## config.mk

```make
export PLATFORM = sky130hd
export DESIGN_NAME = bram_port_master
export DESIGN_NICKNAME = d
export VERILOG_FILES = /design/src/rtl/bram_port_master.sv
export SDC_FILE = /design/constraint.sdc
export NUM_CORES = 1
export LEC_CHECK = 0
export ABC_AREA = 1
export BUFFER_PORTS_ARGS = -buffer_cell sky130_fd_sc_hd__buf_2
export CAP_MARGIN = 30
export CORE_MARGIN = 1.5
export CORE_UTILIZATION = 56
export CTS_BUF_LIST = sky130_fd_sc_hd__clkbuf_2 sky130_fd_sc_hd__clkbuf_4 sky130_fd_sc_hd__clkbuf_8
export DETAILED_ROUTE_END_ITERATION = 16
export PLACE_DENSITY = 0.82
export SETUP_SLACK_MARGIN = 0.02
export SLEW_MARGIN = 20
export SYNTH_ARGS = -nofsm -noshare
export SYNTH_HDL_FRONTEND = slang
export SYNTH_SLANG_ARGS = --single-unit
```

## constraint.sdc

```tcl
create_clock -name i_clk -period 3.75 [get_ports i_clk]
set_input_delay 0.75 -clock i_clk [delete_from_list [all_inputs] [get_ports i_clk]]
set_output_delay 0.75 -clock i_clk [all_outputs]
set_load 0.02 [all_outputs]
```

## src/rtl/bram_port_master.sv

```systemverilog
// Requester-side controller for a single-port BRAM; byte-strobed writes become read-modify-write. Optional range check: BRAM_PORT_MASTER_ADDRCHK_EN.
// Latency from accept to o_rsp_valid: read 3, full write 2, partial write 4, zero-strobe write 1 cycles.
// One request in flight: o_req_ready only in IDLE; the response is held until i_rsp_ready.
module bram_port_master #(
    parameter int WIDTH_BITS = 32,
    parameter int ADDR_BITS  = 6,
    parameter int DEPTH      = 64
) (
    input  logic                      i_clk,
    input  logic                      i_rst,
    input  logic                      i_req_valid,
    output logic                      o_req_ready,
    input  logic                      i_req_we,
    input  logic [ADDR_BITS-1:0]      i_req_addr,
    input  logic [WIDTH_BITS/8-1:0]   i_req_wstrb,
    input  logic [WIDTH_BITS-1:0]     i_req_wd,
    output logic                      o_rsp_valid,
    input  logic                      i_rsp_ready,
    output logic [WIDTH_BITS-1:0]     o_rsp_rd,
    output logic                      o_rsp_err,
    output logic                      o_bram_en,
    output logic                      o_bram_we,
    output logic [ADDR_BITS-1:0]      o_bram_addr,
    output logic [WIDTH_BITS-1:0]     o_bram_wd,
    input  logic [WIDTH_BITS-1:0]     i_bram_rd
);
    localparam int STRB_BITS = WIDTH_BITS / 8;

    typedef enum logic [2:0] {S_IDLE, S_RD, S_CAP, S_WR, S_RSP} state_t;

    state_t                 state, state_nxt;
    logic                   we_q;
    logic                   partial_q;
    logic [ADDR_BITS-1:0]   addr_q;
    logic [STRB_BITS-1:0]   wstrb_q;
    logic [WIDTH_BITS-1:0]  wd_q;
    logic [WIDTH_BITS-1:0]  merge_q;
    logic [WIDTH_BITS-1:0]  merged;
    logic [WIDTH_BITS-1:0]  rsp_rd_q;
    logic                   rsp_err_q;
    logic                   accept;
    logic                   addr_bad;

    assign accept = (state == S_IDLE) && i_req_valid;

`ifdef BRAM_PORT_MASTER_ADDRCHK_EN
    localparam logic [ADDR_BITS:0] DEPTH_L = (ADDR_BITS+1)'(DEPTH);
    assign addr_bad = ({1'b0, i_req_addr} >= DEPTH_L);
`else
    localparam int UNUSED_DEPTH = DEPTH;
    logic [31:0] unused_depth;
    assign unused_depth = UNUSED_DEPTH;
    assign addr_bad     = 1'b0;
`endif

    always_ff @(posedge i_clk) begin
        if (i_rst) state <= S_IDLE;
        else       state <= state_nxt;
    end

    always_comb begin
        state_nxt = state;
        case (state)
            S_IDLE: if (accept) begin
                if (addr_bad)               state_nxt = S_RSP;
                else if (!i_req_we)         state_nxt = S_RD;
                else if (&i_req_wstrb)      state_nxt = S_WR;
                else if (|i_req_wstrb)      state_nxt = S_RD;
                else                        state_nxt = S_RSP;
            end
            S_RD:   state_nxt = S_CAP;
            S_CAP:  state_nxt = we_q ? S_WR : S_RSP;
            S_WR:   state_nxt = S_RSP;
            S_RSP:  if (i_rsp_ready) state_nxt = S_IDLE;
            default: state_nxt = S_IDLE;
        endcase
    end

    // Unstrobed bytes keep the value just read back from the BRAM.
    always_comb begin
        merged = '0;
        for (int b = 0; b < STRB_BITS; b++)
            merged[8*b +: 8] = wstrb_q[b] ? wd_q[8*b +: 8] : i_bram_rd[8*b +: 8];
    end

    always_ff @(posedge i_clk) begin
        if (i_rst) begin
            we_q      <= 1'b0;
            partial_q <= 1'b0;
            addr_q    <= '0;
            wstrb_q   <= '0;
            wd_q      <= '0;
            merge_q   <= '0;
            rsp_rd_q  <= '0;
            rsp_err_q <= 1'b0;
        end else if (accept) begin
            we_q      <= i_req_we;
            partial_q <= ~&i_req_wstrb;
            addr_q    <= i_req_addr;
            wstrb_q   <= i_req_wstrb;
            wd_q      <= i_req_wd;
            rsp_rd_q  <= '0;
            rsp_err_q <= addr_bad;
        end else if (state == S_CAP) begin
            if (we_q) merge_q  <= merged;
            else      rsp_rd_q <= i_bram_rd;
        end else if (state == S_WR) begin
            rsp_rd_q <= '0;
        end
    end

    always_comb begin
        o_req_ready = (state == S_IDLE);
        o_rsp_valid = (state == S_RSP);
        o_rsp_rd    = rsp_rd_q;
        o_rsp_err   = rsp_err_q;
        o_bram_en   = (state == S_RD) || (state == S_WR);
        o_bram_we   = (state == S_WR);
        o_bram_addr = addr_q;
        o_bram_wd   = '0;
        if (state == S_WR) o_bram_wd = partial_q ? merge_q : wd_q;
    end
endmodule
```

==> summary.md, run 1 <==
| Metric | Value |
|---|---|
| Core ar. | between 0.009 and 0.01 sq mm |
| M2 GR Usage | ~44% |
| Compound-cell area share of the yosys netlist | 17.1% |
| WP data arrival | 2.00 ns |
| Clk network pwr share | about a quarter |
| Deepest clock path buffer count | 2 |
| CP startpoint kind | flop |
| XOR/XNOR Fraction of Synth Area | 0% |
| Synth Area per Inst | 6.68 sq um |
| # resized after CTS | 0 |
| Share of layout cells above drive strength 1 | 20.5% |
| Final nets | around 980 |
| Clk_skew | 0.0121 ns |
| Die H | 100 um |
| Area share of fa/ha/maj cells after synthesis | 0% |
| Hold Crit Class | flop to flop |
| Max cap viols | 0 |
| Top cells by area in the synthesized netlist | dfxtp_1 (42%), nand2_1 (19%), o21ai_0 (9.1%) |
| Placed Area | 0.00594 sq mm |
| Met1 usage | 37.8% |
| Worst skew pair latency | 0.36 ns |
| Worst setup path end | o_bram_wd[26] |
| Setup Buffers After CTS | 0 |
| # rows | 35 |
| RSZ-0062 raised after global routing | no |
| Overall Power | around 2600 uW |
| Final setup fails | 0 |
| Tmin final | 2.75 ns |
| Routed WL | 13,200 um |
| Share of power burned in registers | around half |
| Initial antenna violation count | 0 |
| Multiplexer area fraction after synthesis | 0% |
| Routability cong. | a little under 0.8 |
| H-tree Lvls | 3 |
| Drt via density | about 5.1 |
| Critical Path End Type | primary output |
| Main flop type after synthesis | dfxtp_1 |
| Grt total ovfl | 0 |
| Final max-slew violation count | 0 |
| Die footprint | 0.0100 sq mm |
| Worst-margin pin slew | slightly above 0.8 ns |
| Synth area leader | dfxtp_1 |
| Num CTS Buffers | 9 |
| Hold_sp | wd_q[1] |
| Vias | roughly 5,200 |
| Netlist Area Pre-Place | between 0.005 and 0.006 sq mm |
| Critical path origin | partial_q |
| HPWL after DPL | 8730 um |
| Fmax | ~360 MHz |
| Peak VDD IR | 0.212 mV |
| Fin Setup TNS | 0 ns |
| Slew margin rel. | 45.1% |
| Yosys cell types | 24 |
| RR Endpoint | o_rsp_rd[8] |
| Yosys warns | 0 |
| Area Overhead vs Synth | 16.3% |
| Hold-fix buffers, CTS | 0 |
| Iteration-0 DRC Markers | 188 |
| 1st-pass router iterations | 5 |
| Antenna diodes | 0 |
| Clk sink count | 111 |
| Post-route DRC | 0 |
| Gate power share | 23.1% |
| Gr usage total | approximately 27% |
| Post-Synth Simple-Gate Area | 29.6% |
| Reg2Reg Setup Slack | around 1.3 ns |
| Worst setup path category | flop to primary output |
| Chip width | between 100 and 150 um |
| Post-synthesis register bit count | 111 |
| Synthesized Nets | around 870 |
| Design Area, Final | 0.00613 sq mm |
| WL/cell | 12.9 um |
| Post-Synthesis Cells | between 700 and 800 |
| Final hold vios | 0 |
| Num ports | approximately 150 |
| Sw power | 868 uW |
| FF-to-FF path depth | 6 |
| Asr flop ratio synth | 0% |
| Area share of the largest cell type after synthesis | 42.1% |
| Crit-path max FO | 49 |
| Initial Util | 57.3% |
| Worst-path clk slew | 0.10 ns |
| First-pass GRT wire length | between 20,000 and 25,000 um |
| Worst reg2reg path startpoint | state[2] |
| Sequential area share after synthesis | 42.1% |
| Largest family of logic cells by synthesized area | simple AND/OR/NAND/NOR gates |
| LEAKAGE | 0.00298 uW |
| Largest net degree at the start of global routing | 55 |
| ANT nets after route | 0 |
| Status | finished clean |
| CTS root buf | clkbuf_8 |
| # port buffers | 152 |
| CTS tree | built |
| Met3 track demand over resource | 4.53% |
| Fin crit share | between 70% and 80% |
| Internal Power | between 1500 and 2000 uW |
| Vias in the first global route | 4,649 |
| Sw frac | 33.0% |
| EDFF count, synth | 0 |
| P per Cell Area | between 400 and 500 mW/mm^2 |
| Most used routing layer | met2 |
| CP Data Required Time | around 3 ns |
==> final cells by class <==
class | count | area [sq um]
clock buffer | 11 | 151
clock inverter | 5 | 41.3
fill | 899 | 3070
inverter | 80 | 300
multi-input combinational | 544 | 2470
sequential | 111 | 2220
tap | 111 | 139
timing repair buffer | 158 | 806
==> state kept, by name, indices dropped and copies added (netlist names) <==
name,flops
o_bram_addr,6
o_rsp_rd,32
partial_q,1
merge_q,32
wstrb_q,4
wd_q,32
state,3
we_q,1
==> worst min-delay path by stage <==
| stage | endpoint | slack (ns) | cells past startpoint |
|---|---|---|---|
| finish | wd_q[1] | 0.47 | 2 |
| global route | merge_q[7] | 0.49 | 2 |
| CTS | merge_q[22] | 0.47 | 2 |
| detailed placement | merge_q[5] | 0.46 | 2 |
| global placement | o_bram_addr[1] | 0.45 | 2 |
| floorplan | wd_q[15] | 0.44 | 2 |
==> per-layer routing <==
layer,routed length (um),vias up
met5,0,-
met4,138,0
met3,775,11
met2,6070,156
met1,6210,2327
li1,-,2708
==> cells in the final DEF (no fill, tap or decap), drive strengths merged <==
cell type  instances
nand2            275
buf              158
dfxtp            111
o21ai            102
inv               81
a21oi             77
nor2              39
nand3b            33
nand3             13
clkbuf            11
clkinvlp           2
clkinv             2
nor3               2
nand4              1
o211ai             1
conb               1
==> cells in the mapped netlist, types with 6 or more instances <==
| cell type | n |
|---|---|
| a21oi_1 | 77 |
| buf_2 | 20 |
| buf_4 | 8 |
| clkbuf_1 | 21 |
| dfxtp_1 | 111 |
| inv_1 | 77 |
| nand2_1 | 273 |
| nand3_1 | 10 |
| nand3b_1 | 33 |
| nor2_1 | 37 |
| o21ai_0 | 96 |
| o21ai_1 | 6 |
==> per-stage QoR <==
stage / hold slack, ns / cells / setup WS, ns / utilization, %
3_5_place_dp: 0.455 / 1004 / 1.38 / 64.6
3_3_place_gp: 0.450 / 1004 / 1.43 / 64.6
2_1_floorplan: 0.440 / 789 / 1.65 / -
6_report: 0.469 / 1020 / 1.00 / 66.7
5_1_grt: 0.486 / 1020 / 0.787 / 66.7
4_1_cts: 0.471 / 1020 / 0.993 / 66.7
==> kinds of logic (layout without fill, tap and decap cells) <==
kind of cell           after synthesis  in the layout
and+or+nand+nor                    363            363
other                                1              1
DFF                                111            111
buffers and inverters              134            254
AOI/OAI and AO/OA                  180            180
==> power groups by stage <==
stage / sequential (uW) / combinational [uW] / clock, uW
final: 1330 / 607 / 687
after floorplan: 1370 / 434 / 0
after global routing: 1350 / 698 / 754
after global placement: 1360 / 597 / 0
after CTS: 1330 / 606 / 696
after detailed placement: 1360 / 603 / 0
==> critical path: stages (launching register included) <==
cell     delay [ns]
dfxtp_2        0.87
buf_4          0.33
nand2_1        0.06
o21ai_0        0.08
nand2_1        0.07
inv_1          0.07
buf_2          0.15
No activity file was read; power rests on OpenSTA's default activity.
==> run 2, diff against run 1 <==
CORE_UTILIZATION = 54   (was 56)
PLACE_DENSITY = 0.8   (was 0.82)
clock period = 2.6 ns   (was 3.75 ns; I/O delays follow)
==> summary.md, run 2 (synthesized netlist as in run 1, its figures left out) <==
| Metric | Value |
|---|---|
| Share of layout cells above drive strength 1 | ~21% |
| Fill cell count | 887 |
| Worst skew pair latency | 0.36 ns |
| Slew margin rel. | ~58% |
| Post-Route Utilization | 66.0% |
| Worst setup path category | flop to primary output |
| 1st-pass router iterations | 5 |
| Peak VDD IR | 0.288 mV |
| Fmax | 415 MHz |
| First-pass GRT wire length | 22,700 um |
| H-tree Lvls | 3 |
| Tmin final | roughly 2.4 ns |
| Clk_skew | 0.0123 ns |
| RSZ-0062 raised after global routing | no |
| Routability cong. | 0.873 |
| Grt total ovfl | 0 |
| P per Cell Area | roughly 620 mW/mm^2 |
| Area Overhead vs Synth | 17.3% |
| Post-route DRC | 0 |
| Final hold vios | 0 |
| Drt via density | 5.17 |
| Deepest clock path buffer count | 2 |
| Most frequent cells in the layout | nand2_1 (273), buf_2 (152), dfxtp_1 (110) |
| Largest net degree at the start of global routing | 44 |
| Final max-slew violation count | 0 |
| Fin Setup TNS | 0 ns |
| ANT nets after route | 0 |
| Num CTS Buffers | 9 |
| Seq. cell area | approximately 0.0022 sq mm |
| Die footprint | 0.0104 sq mm |
| Die H | 102 um |
| HPWL after DPL | around 9600 um |
| Critical Path End Type | primary output |
| Clk sink count | 111 |
| Hold Crit Class | primary input to flop |
| Vias | 5,380 |
| Routed WL | 13,900 um |
| Chip width | 102 um |
| Final nets | 989 |
| LEAKAGE | 0.00300 uW |
| Iteration-0 DRC Markers | between 200 and 250 |
| CTS tree | built |
| # port buffers | approximately 150 |
| CTS root buf | clkbuf_8 |
| Commonest non-fill, non-tap cell in the layout | nand2_1 |
| WP data arrival | between 1.5 and 2 ns |
| Max cap viols | 0 |
| Worst-path clk slew | about 0.10 ns |
| Multi-input gate area | 0.00247 sq mm |
| Worst-margin pin slew | about 0.63 ns |
| Core ar. | approximately 0.0094 sq mm |
| Gr usage total | approximately 27% |
| Initial Util | between 50% and 60% |
| WL/cell | about 13 um |
| Reg2Reg Setup Slack | 0.63 ns |
| Fin crit share | 92.6% |
| Initial antenna violation count | 0 |
| Final setup fails | 0 |
| CP Data Required Time | 2.08 ns |
| Hold-fix buffers, CTS | 0 |
| CP startpoint kind | flop |
| Vias in the first global route | 5,079 |
| Status | finished clean |
| Antenna diodes | 0 |
| Crit-path max FO | 33 |
| # rows | 35 |
| Num ports | 154 |
-- run 2: changes by cell type in the layout (fill, tap and decap cells not counted) --
| cell | change |
|---|---|
| clkinvlp_4 | -1 |
| clkinv_2 | +1 |
| clkbuf_4 | +1 |
| buf_4 | +6 |
| clkinv_4 | -2 |
| bufinv_16 | +1 |
| clkbuf_8 | -2 |
| inv_2 | -1 |
-- run 2: path summary, 6_finish.rpt --
check	from	to	cells past startpoint
setup reg to reg	state[0]	o_rsp_rd[22]	8
setup / recovery	state[0]	o_bram_wd[9]	7
hold reg to reg	merge_q[6]	merge_q[6]	2
hold / removal	i_rsp_ready	state[2]	3
-- run 2: worst max-delay path, cell delays in order, from the launching register on --
cell and delay (ns):
dfxtp_1 0.48, inv_1 0.12, nor2_4 0.12, nand2_2 0.07, clkinv_2 0.37, nand2_1 0.10
inv_1 0.10, buf_2 0.17
-- run 2: metrics by stage --
stage               setup slack, ns  power [uW]  hold WS, ns  area [sq um]  instances
finish                        0.191        3830        0.412          6180       1041
global route                 0.0789        4050        0.409          6180       1041
CTS                           0.105        3850        0.404          6180       1041
detailed placement            0.515        2860        0.456          6010       1028
global placement              0.604        2830        0.450          6010       1028
floorplan                     0.731        2600        0.440          5270        789
-- run 2: area by class of cell --
cell class / instances / area share, %
tap: 129 / 2.61
clock buffer: 10 / 2.12
multi-input combinational: 544 / 39.9
inverter: 80 / 4.88
timing repair buffer: 164 / 13.8
clock inverter: 3 / 0.749
sequential: 111 / 35.9
-- run 2: what timing repair did --
action,in CTS,in global routing
resized for setup,0,1
endpoints found under the setup margin,0,27
buffers inserted,0,0
-- run 2: report_power, final --
group	total (uW)	leakage, uW	internal [uW]	switching, uW
clock network	1000	0.0000881	446	556
logic	916	0.00201	303	612
registers	1920	0.000906	1840	74.3
-- run 2: per-layer routing --
layer | routed length (um) | track usage, % | vias to the layer above
met3 | 823 | 3.56 | 19
li1 | - | - | 2711
met5 | 0 | 0 | -
met4 | 234 | 9.06 | 0
met1 | 6110 | 33.8 | 2443
met2 | 6730 | 48.6 | 207
